$ cat src/rtl/output_layer_sequencer_if.sv
// Bundle of config, input-vector, neuron and result signals of the output-layer sequencer.
interface output_layer_sequencer_if #(
  parameter int unsigned CNT_W = 16
);
  logic             cfg_we;
  logic [2:0]       cfg_addr;
  logic [4:0]       cfg_wdata;
  logic             cfg_busy;

  logic             in_valid;
  logic             in_ready;
  logic [11:0]      in_d0;
  logic [11:0]      in_d1;
  logic [11:0]      in_d2;
  logic [11:0]      in_d3;

  logic [4:0]       w48;
  logic [4:0]       w58;
  logic [4:0]       w68;
  logic [4:0]       w78;
  logic [4:0]       w49;
  logic [4:0]       w59;
  logic [4:0]       w69;
  logic [4:0]       w79;

  logic [11:0]      nrn_in0;
  logic [11:0]      nrn_in1;
  logic [11:0]      nrn_in2;
  logic [11:0]      nrn_in3;
  logic             nrn_start;
  logic [16:0]      nrn_out0;
  logic [16:0]      nrn_out1;
  logic             nrn_rdy0;
  logic             nrn_rdy1;

  logic             res_valid;
  logic             res_ready;
  logic [16:0]      res_out0;
  logic [16:0]      res_out1;
  logic             res_class;
  logic             timeout_err;
  logic [CNT_W-1:0] sample_count;

  // Sequencer side
  modport slave (
    input  cfg_we, cfg_addr, cfg_wdata,
    output cfg_busy,
    input  in_valid, in_d0, in_d1, in_d2, in_d3,
    output in_ready,
    output w48, w58, w68, w78, w49, w59, w69, w79,
    output nrn_in0, nrn_in1, nrn_in2, nrn_in3, nrn_start,
    input  nrn_out0, nrn_out1, nrn_rdy0, nrn_rdy1,
    output res_valid, res_out0, res_out1, res_class, timeout_err, sample_count,
    input  res_ready
  );

  // Environment side: upstream, config host, output layer and result consumer
  modport master (
    output cfg_we, cfg_addr, cfg_wdata,
    input  cfg_busy,
    output in_valid, in_d0, in_d1, in_d2, in_d3,
    input  in_ready,
    input  w48, w58, w68, w78, w49, w59, w69, w79,
    input  nrn_in0, nrn_in1, nrn_in2, nrn_in3, nrn_start,
    output nrn_out0, nrn_out1, nrn_rdy0, nrn_rdy1,
    input  res_valid, res_out0, res_out1, res_class, timeout_err, sample_count,
    output res_ready
  );
endinterface

$ cat src/rtl/output_layer_sequencer.sv
// Sequences one pass of the two-neuron output layer: weight config, vector issue,
// result collection with timeout, and argmax result delivery over valid/ready.
module output_layer_sequencer #(
  parameter int unsigned TIMEOUT = 15,
  parameter int unsigned CNT_W   = 16
) (
  input  logic                     clk,
  input  logic                     rst,
  output_layer_sequencer_if.slave  bus
);

  localparam int unsigned TMR_W = (TIMEOUT < 2) ? 1 : $clog2(TIMEOUT);

  typedef enum logic [1:0] {
    IDLE  = 2'd0,
    ISSUE = 2'd1,
    WAIT  = 2'd2,
    OUT   = 2'd3
  } state_t;

  state_t           r_state;
  state_t           w_state_nxt;

  logic [4:0]       r_w [8];
  logic [11:0]      r_nrn_in0;
  logic [11:0]      r_nrn_in1;
  logic [11:0]      r_nrn_in2;
  logic [11:0]      r_nrn_in3;
  logic             r_nrn_start;
  logic             r_cfg_busy;
  logic             r_res_valid;
  logic [16:0]      r_res_out0;
  logic [16:0]      r_res_out1;
  logic             r_res_class;
  logic             r_timeout_err;
  logic [CNT_W-1:0] r_sample_count;
  logic             r_done0;
  logic             r_done1;
  logic [TMR_W-1:0] r_timer;

  logic             w_accept;
  logic             w_in_ready;
  logic             w_timeout_hit;
  logic             w_done0_nxt;
  logic             w_done1_nxt;
  logic [16:0]      w_res0_nxt;
  logic [16:0]      w_res1_nxt;

  // State register
  always_ff @(posedge clk or posedge rst) begin
    if (rst) r_state <= IDLE;
    else     r_state <= w_state_nxt;
  end

  // Next-state, handshake and result-capture decode
  always_comb begin
    w_state_nxt   = r_state;
    w_accept      = 1'b0;
    w_in_ready    = 1'b0;
    w_timeout_hit = 1'b0;
    w_done0_nxt   = r_done0;
    w_done1_nxt   = r_done1;
    w_res0_nxt    = r_res_out0;
    w_res1_nxt    = r_res_out1;
    case (r_state)
      IDLE: begin
        w_in_ready = 1'b1;
        if (bus.in_valid) begin
          w_accept    = 1'b1;
          w_state_nxt = ISSUE;
        end
      end
      ISSUE: begin
        w_state_nxt = WAIT;
      end
      WAIT: begin
        if (bus.nrn_rdy0) begin
          w_done0_nxt = 1'b1;
          w_res0_nxt  = bus.nrn_out0;
        end
        if (bus.nrn_rdy1) begin
          w_done1_nxt = 1'b1;
          w_res1_nxt  = bus.nrn_out1;
        end
        if (w_done0_nxt && w_done1_nxt) begin
          w_state_nxt = OUT;
        end else if (r_timer == TMR_W'(TIMEOUT - 1)) begin
          w_timeout_hit = 1'b1;
          if (!w_done0_nxt) w_res0_nxt = 17'd0;
          if (!w_done1_nxt) w_res1_nxt = 17'd0;
          w_state_nxt = OUT;
        end
      end
      OUT: begin
        // Ready passes straight through so a result handshake and the next
        // accept share a cycle.
        w_in_ready = bus.res_ready;
        if (bus.res_ready) begin
          if (bus.in_valid) begin
            w_accept    = 1'b1;
            w_state_nxt = ISSUE;
          end else begin
            w_state_nxt = IDLE;
          end
        end
      end
      default: w_state_nxt = IDLE;
    endcase
  end

  // Control outputs registered from the next state
  always_ff @(posedge clk or posedge rst) begin
    if (rst) begin
      r_nrn_start <= 1'b0;
      r_res_valid <= 1'b0;
      r_cfg_busy  <= 1'b0;
    end else begin
      r_nrn_start <= (w_state_nxt == ISSUE);
      r_res_valid <= (w_state_nxt == OUT);
      r_cfg_busy  <= (w_state_nxt != IDLE);
    end
  end

  // Weight register file, writable only while idle
  always_ff @(posedge clk or posedge rst) begin
    if (rst) begin
      for (int i = 0; i < 8; i++) r_w[i] <= 5'd0;
    end else if ((r_state == IDLE) && bus.cfg_we) begin
      r_w[bus.cfg_addr] <= bus.cfg_wdata;
    end
  end

  // Activation latch on vector accept
  always_ff @(posedge clk or posedge rst) begin
    if (rst) begin
      r_nrn_in0 <= 12'd0;
      r_nrn_in1 <= 12'd0;
      r_nrn_in2 <= 12'd0;
      r_nrn_in3 <= 12'd0;
    end else if (w_accept) begin
      r_nrn_in0 <= bus.in_d0;
      r_nrn_in1 <= bus.in_d1;
      r_nrn_in2 <= bus.in_d2;
      r_nrn_in3 <= bus.in_d3;
    end
  end

  // Done flags and WAIT timer
  always_ff @(posedge clk or posedge rst) begin
    if (rst) begin
      r_done0 <= 1'b0;
      r_done1 <= 1'b0;
      r_timer <= '0;
    end else if (r_state == ISSUE) begin
      r_done0 <= 1'b0;
      r_done1 <= 1'b0;
      r_timer <= '0;
    end else if (r_state == WAIT) begin
      r_done0 <= w_done0_nxt;
      r_done1 <= w_done1_nxt;
      r_timer <= r_timer + TMR_W'(1);
    end
  end

  // Result capture and argmax, frozen outside WAIT
  always_ff @(posedge clk or posedge rst) begin
    if (rst) begin
      r_res_out0  <= 17'd0;
      r_res_out1  <= 17'd0;
      r_res_class <= 1'b0;
    end else if (r_state == WAIT) begin
      r_res_out0 <= w_res0_nxt;
      r_res_out1 <= w_res1_nxt;
      if (w_state_nxt == OUT) r_res_class <= ($signed(w_res1_nxt) > $signed(w_res0_nxt));
    end
  end

  // Sticky timeout flag and completed-sample counter
  always_ff @(posedge clk or posedge rst) begin
    if (rst) begin
      r_timeout_err  <= 1'b0;
      r_sample_count <= '0;
    end else begin
      if (w_timeout_hit) r_timeout_err <= 1'b1;
      if ((r_state == OUT) && bus.res_ready) r_sample_count <= r_sample_count + CNT_W'(1);
    end
  end

  assign bus.cfg_busy     = r_cfg_busy;
  assign bus.in_ready     = w_in_ready;
  assign bus.w48          = r_w[0];
  assign bus.w58          = r_w[1];
  assign bus.w68          = r_w[2];
  assign bus.w78          = r_w[3];
  assign bus.w49          = r_w[4];
  assign bus.w59          = r_w[5];
  assign bus.w69          = r_w[6];
  assign bus.w79          = r_w[7];
  assign bus.nrn_in0      = r_nrn_in0;
  assign bus.nrn_in1      = r_nrn_in1;
  assign bus.nrn_in2      = r_nrn_in2;
  assign bus.nrn_in3      = r_nrn_in3;
  assign bus.nrn_start    = r_nrn_start;
  assign bus.res_valid    = r_res_valid;
  assign bus.res_out0     = r_res_out0;
  assign bus.res_out1     = r_res_out1;
  assign bus.res_class    = r_res_class;
  assign bus.timeout_err  = r_timeout_err;
  assign bus.sample_count = r_sample_count;

endmodule

$ cat src/flat_wrapper.sv
// flat-port wrapper written by rule: the top's interface ports become plain ports
module output_layer_sequencer_flat 
#(
  parameter int unsigned TIMEOUT = 15,
  parameter int unsigned CNT_W   = 16
)
  (clk, rst, bus_cfg_we, bus_cfg_addr, bus_cfg_wdata, bus_cfg_busy, bus_in_valid, bus_in_d0, bus_in_d1, bus_in_d2, bus_in_d3, bus_in_ready, bus_w48, bus_w58, bus_w68, bus_w78, bus_w49, bus_w59, bus_w69, bus_w79, bus_nrn_in0, bus_nrn_in1, bus_nrn_in2, bus_nrn_in3, bus_nrn_start, bus_nrn_out0, bus_nrn_out1, bus_nrn_rdy0, bus_nrn_rdy1, bus_res_valid, bus_res_out0, bus_res_out1, bus_res_class, bus_timeout_err, bus_sample_count, bus_res_ready);
  output_layer_sequencer_if #(.CNT_W(CNT_W)) bus_i ();
  input  logic clk;
  input  logic rst;
  input wire logic [$bits(bus_i.cfg_we)-1:0] bus_cfg_we;
  input wire logic [$bits(bus_i.cfg_addr)-1:0] bus_cfg_addr;
  input wire logic [$bits(bus_i.cfg_wdata)-1:0] bus_cfg_wdata;
  output wire logic [$bits(bus_i.cfg_busy)-1:0] bus_cfg_busy;
  input wire logic [$bits(bus_i.in_valid)-1:0] bus_in_valid;
  input wire logic [$bits(bus_i.in_d0)-1:0] bus_in_d0;
  input wire logic [$bits(bus_i.in_d1)-1:0] bus_in_d1;
  input wire logic [$bits(bus_i.in_d2)-1:0] bus_in_d2;
  input wire logic [$bits(bus_i.in_d3)-1:0] bus_in_d3;
  output wire logic [$bits(bus_i.in_ready)-1:0] bus_in_ready;
  output wire logic [$bits(bus_i.w48)-1:0] bus_w48;
  output wire logic [$bits(bus_i.w58)-1:0] bus_w58;
  output wire logic [$bits(bus_i.w68)-1:0] bus_w68;
  output wire logic [$bits(bus_i.w78)-1:0] bus_w78;
  output wire logic [$bits(bus_i.w49)-1:0] bus_w49;
  output wire logic [$bits(bus_i.w59)-1:0] bus_w59;
  output wire logic [$bits(bus_i.w69)-1:0] bus_w69;
  output wire logic [$bits(bus_i.w79)-1:0] bus_w79;
  output wire logic [$bits(bus_i.nrn_in0)-1:0] bus_nrn_in0;
  output wire logic [$bits(bus_i.nrn_in1)-1:0] bus_nrn_in1;
  output wire logic [$bits(bus_i.nrn_in2)-1:0] bus_nrn_in2;
  output wire logic [$bits(bus_i.nrn_in3)-1:0] bus_nrn_in3;
  output wire logic [$bits(bus_i.nrn_start)-1:0] bus_nrn_start;
  input wire logic [$bits(bus_i.nrn_out0)-1:0] bus_nrn_out0;
  input wire logic [$bits(bus_i.nrn_out1)-1:0] bus_nrn_out1;
  input wire logic [$bits(bus_i.nrn_rdy0)-1:0] bus_nrn_rdy0;
  input wire logic [$bits(bus_i.nrn_rdy1)-1:0] bus_nrn_rdy1;
  output wire logic [$bits(bus_i.res_valid)-1:0] bus_res_valid;
  output wire logic [$bits(bus_i.res_out0)-1:0] bus_res_out0;
  output wire logic [$bits(bus_i.res_out1)-1:0] bus_res_out1;
  output wire logic [$bits(bus_i.res_class)-1:0] bus_res_class;
  output wire logic [$bits(bus_i.timeout_err)-1:0] bus_timeout_err;
  output wire logic [$bits(bus_i.sample_count)-1:0] bus_sample_count;
  input wire logic [$bits(bus_i.res_ready)-1:0] bus_res_ready;
  assign bus_i.cfg_we = bus_cfg_we;
  assign bus_i.cfg_addr = bus_cfg_addr;
  assign bus_i.cfg_wdata = bus_cfg_wdata;
  assign bus_cfg_busy = bus_i.cfg_busy;
  assign bus_i.in_valid = bus_in_valid;
  assign bus_i.in_d0 = bus_in_d0;
  assign bus_i.in_d1 = bus_in_d1;
  assign bus_i.in_d2 = bus_in_d2;
  assign bus_i.in_d3 = bus_in_d3;
  assign bus_in_ready = bus_i.in_ready;
  assign bus_w48 = bus_i.w48;
  assign bus_w58 = bus_i.w58;
  assign bus_w68 = bus_i.w68;
  assign bus_w78 = bus_i.w78;
  assign bus_w49 = bus_i.w49;
  assign bus_w59 = bus_i.w59;
  assign bus_w69 = bus_i.w69;
  assign bus_w79 = bus_i.w79;
  assign bus_nrn_in0 = bus_i.nrn_in0;
  assign bus_nrn_in1 = bus_i.nrn_in1;
  assign bus_nrn_in2 = bus_i.nrn_in2;
  assign bus_nrn_in3 = bus_i.nrn_in3;
  assign bus_nrn_start = bus_i.nrn_start;
  assign bus_i.nrn_out0 = bus_nrn_out0;
  assign bus_i.nrn_out1 = bus_nrn_out1;
  assign bus_i.nrn_rdy0 = bus_nrn_rdy0;
  assign bus_i.nrn_rdy1 = bus_nrn_rdy1;
  assign bus_res_valid = bus_i.res_valid;
  assign bus_res_out0 = bus_i.res_out0;
  assign bus_res_out1 = bus_i.res_out1;
  assign bus_res_class = bus_i.res_class;
  assign bus_timeout_err = bus_i.timeout_err;
  assign bus_sample_count = bus_i.sample_count;
  assign bus_i.res_ready = bus_res_ready;
  output_layer_sequencer #(.TIMEOUT(TIMEOUT), .CNT_W(CNT_W)) u_core (.clk(clk), .rst(rst), .bus(bus_i));
endmodule
$ cat config.mk
export PLATFORM = sky130hd
export DESIGN_NAME = output_layer_sequencer_flat
export DESIGN_NICKNAME = d
export VERILOG_FILES = /design/src/rtl/output_layer_sequencer_if.sv /design/src/rtl/output_layer_sequencer.sv /design/src/flat_wrapper.sv
export SDC_FILE = /design/constraint.sdc
export NUM_CORES = 1
export LEC_CHECK = 0
export CAP_MARGIN = 20
export CELL_PAD_IN_SITES_DETAIL_PLACEMENT = 2
export CELL_PAD_IN_SITES_GLOBAL_PLACEMENT = 2
export CORE_MARGIN = 5
export CORE_UTILIZATION = 31
export CTS_CLUSTER_SIZE = 20
export DETAILED_ROUTE_END_ITERATION = 10
export GPL_TIMING_DRIVEN = 0
export PLACE_DENSITY = 0.86
export SLEW_MARGIN = 20
export SYNTH_ARGS = -nofsm -noshare
export SYNTH_HDL_FRONTEND = slang
export SYNTH_SLANG_ARGS = --single-unit
$ cat constraint.sdc
create_clock -name clk -period 12.3 [get_ports clk]
set_clock_uncertainty 0.2 [all_clocks]
set_input_delay 2.46 -clock clk [delete_from_list [all_inputs] [get_ports clk]]
set_output_delay 2.46 -clock clk [all_outputs]
set_load 0.03 [all_outputs]
==> key figures <==
Status
  • Status: finished clean

Routing
  • DRC: 0
  • Via density: 4.85
  • Antenna viol nets, final: 0
  • DR pass1 iterations: 4
  • Routed WL: 23.6 mm
  • Initial DRC count: 146
  • Wire per inst: 21.9 um
  • Via count: 5243

Floorplanning
  • Row cnt: 53
  • Core Area: 21200 um2
  • Die area: 24700 um2
  • Chip Width: 157 um
  • Starting Density: 0.317
  • Die H: 157 um
  • I/O pins: 241

GRT
  • Antenna violations before repair: 1
  • Largest net degree at the start of global routing: 84
  • First-pass GRT wire length: 36.5 mm
  • Vias in the first global route: 6279
  • Total grt overflow: 0
  • Total Routing Usage GR: 0.192

Layout
  • Area growth from synthesis to layout: 50.5%
  • # fillers: 2095
  • Area of the multi-input gates: 2710 um2
  • Register area: 3780 um2
  • Nets@finish: 917
  • Share of cells above drive strength 1: 0.191
  • Number of diodes: 0
  • Core Util, Final: 0.477

Logic synthesis
  • Sequential element share of the synthesized area: 0.564
  • #FFs+latches synth: 151
  • Multiplexer share of the synthesized area: 0.188
  • Syn nets: 658
  • Post-synthesis compound-gate area fraction: 0.0554
  • Synth Flop Type: dfrtp_1
  • Top cells by area, synth: dfrtp_1 (56%), mux2_2 (11%), ha_1 (4.9%)
  • YS warnings: 0
  • Largest family of logic cells by synthesized area: multiplexers
  • Synth cell types: 44
  • Top cell type's share of synthesized area: 0.564
  • Post-Synth XOR/XNOR Area: 0.0196
  • Simple-gate share of the synthesized area: 0.0937
  • Mapped cell area: 6700 um2
  • Adder-Cell Fraction of Synth Area: 0.0485
  • Cell taking the most area after synthesis: dfrtp_1
  • Async SR Flop Fraction: 1.00
  • Syn_area_per_cell: 12.5 um2
  • Post-synth EDFFs: 0
  • Synth Instances: 535

Worst setup path
  • Crit Reg-Reg Endpoint: u_core.bus.res_class$_DFFE_PP0P_
  • Crit path max fanout: 9
  • WP data arrival: 4160 ps
  • CP Class: input pin to output pin
  • Critical Path RT: 9640 ps
  • Reg-to-reg critical path startpoint: u_core.r_state[0]$_DFF_PP0_
  • R2r setup slk: 8430 ps
  • CP endpoint kind: output pin
  • Startpoint Class: input pin
  • R2R cell count: 13

Timing
  • WHS: 272 ps
  • Worst Max-Slew Pin Slew: 658 ps
  • Unrepaired setup endpoints after global routing: no
  • Period minus WS final: 6820 ps
  • Period utilization: 0.554
  • Final Hold Fails: 0
  • Final setup viols: 0
  • Worst slew margin relative to its limit: 0.559
  • Setup TNS: 0 ps
  • Fmax: 147 MHz
  • Pins Over Slew Limit: 0

Clocking
  • Root Driver: clkbuf_16
  • CTS tree: yes
  • Clock transition at path regs: 60 ps
  • # hold bufs at CTS: 0
  • H-tree depth: 4
  • CTS Buffer Depth: 2
  • PostCTS Resize Cnt: 0
  • Setup Buffers After CTS: 0
  • Clock sink count: 151
  • Total CTS buffers: 17
  • Worst-skew pair later-pin latency: 420 ps

Worst hold path
  • Hold path depth: 1
  • Hold WC Path Type: flop to flop
  • Min-delay src: u_core.bus.sample_count[15]$_DFFE_PP0P_
  • Hold Path End: u_core.bus.sample_count[15]$_DFFE_PP0P_

Power and ir drop
  • Total net switching power: 0.00130 W
  • Lkg Pwr: 4.55 nW
  • Peak VDD IR: 136 uV
  • Internal Power: 0.00176 W
  • Net Sw Frac: 0.426
  • Clk pwr share: 0.180
  • Comb pwr share: 0.533
  • Cell Pwr Density: 304 nW/um2
  • Share of power burned in registers: 0.287

Place
  • Placer Congestion: 0.797
  • Hpwl dp: 18.1 mm
  • Port-buffer cells: 239

Job
  • Max_cap viols: 0
-- worst max-delay path by stage --
stage | startpoint | end | slack [ps]
finish | bus_res_ready | bus_in_ready | 5480
global route | bus_res_ready | bus_in_ready | 5370
CTS | bus_res_ready | bus_in_ready | 5440
detailed placement | bus_res_ready | bus_in_ready | 5450
global placement | rst | u_core.bus.nrn_in0[3]$_DFFE_PP0P_ | 3580
floorplan | rst | u_core.bus.cfg_busy$_DFF_PP0_ | 5580
-- cells in the final DEF, fill, tap and decap left out, types with 2 or more instances in the layout --
cell / Yosys / layout
clkdlybuf4s50_1: 0 / 239
dfrtp_1: 151 / 151
mux2_2: 68 / 68
nand2_1: 48 / 48
a21oi_1: 43 / 43
inv_1: 27 / 26
ha_1: 26 / 26
mux2_4: 20 / 20
mux2i_1: 18 / 18
clkbuf_16: 0 / 17
or2_2: 16 / 16
nor2_1: 15 / 15
nand4_1: 11 / 11
nand3_1: 10 / 10
xnor2_1: 10 / 10
clkbuf_1: 9 / 9
o21ai_0: 6 / 6
nand2b_1: 5 / 5
xor2_1: 5 / 5
inv_8: 0 / 5
inv_6: 0 / 5
buf_6: 4 / 4
buf_2: 4 / 4
a31oi_1: 4 / 4
o31ai_1: 3 / 3
and3_1: 3 / 3
or3_1: 3 / 3
nor3_1: 3 / 3
and2_1: 2 / 2
nand2_2: 2 / 2
nor3_2: 2 / 2
clkinv_4: 0 / 2
bufinv_16: 0 / 2
-- registers in the layout (all words and copies together), names as in the netlist, 12 cells and up --
signal                   flops
u_core.bus.res_out0         17
u_core.bus.nrn_in1          12
u_core.bus.nrn_in2          12
u_core.bus.nrn_in3          12
u_core.bus.res_out1         17
u_core.bus.nrn_in0          12
u_core.bus.sample_count     16
-- worst max-delay path: stages --
cell and delay, ps:
clkdlybuf4s50_1 540, and2_1 160, buf_6 140, nor2_2 50, nor2_4 100, clkdlybuf4s50_1 700
-- through the flow --
step                cells  worst slack [ps]  power [W]  area (um2)
floorplan             535              5580    0.00181        6700
global placement     1049              3580    0.00243        9440
detailed placement   1050              5450    0.00252        9480
CTS                  1082              5440    0.00311       10100
global route         1082              5370    0.00323       10100
finish               1082              5480    0.00306       10100
-- Yosys cell counts (2+ instances only) --
master      n
o31ai_1     3
mux2_2     68
xor2_1      5
inv_1      27
and3_1      3
nand3_1    10
a31oi_1     4
buf_2       4
nand2_1    48
nand4_1    11
nor3_2      2
mux2_4     20
clkbuf_1    9
a21oi_1    43
nand2b_1    5
o21ai_0     6
xnor2_1    10
nor2_1     15
or2_2      16
and2_1      2
ha_1       26
or3_1       3
mux2i_1    18
nand2_2     2
buf_6       4
dfrtp_1   151
nor3_1      3
-- area by class of cell --
cell class | instances | area share
repair buffers | 240 | 0.240
well taps | 275 | 0.0341
clock inverters | 14 | 0.0172
flip-flops and latches | 151 | 0.375
multi-input cells | 338 | 0.269
plain buffers | 19 | 0.0109
inverters | 27 | 0.0108
clock buffers | 18 | 0.0435
-- kinds of logic after synthesis --
| family | after synthesis |
|---|---|
| and+or+nand+nor | 125 |
| DFF | 151 |
| xor gates and xnor gates | 15 |
| buffers and inverters | 46 |
| muxes | 107 |
| AOI/OAI and AO/OA | 65 |
| adders and majority gates | 26 |
-- metal layers --
layer	routed length, um	track usage	share of wire	vias to the layer above
met5	20	0	0.00085	-
met2	12400	0.348	0.52	173
met3	1610	0.0586	0.068	28
li1	-	-	-	2362
met1	9240	0.218	0.39	2678
met4	401	0.0541	0.017	2
-- power by group through the flow --
stage | sequential (W) | combinational (W) | clock [W]
floorplan | 0.00127 | 0.000539 | 0
global placement | 0.000859 | 0.00157 | 0
detailed placement | 0.000885 | 0.00164 | 0
CTS | 0.000883 | 0.00166 | 0.000568
global route | 0.000910 | 0.00173 | 0.000590
finish | 0.000880 | 0.00163 | 0.000553
(Power assumes the default switching activity.)
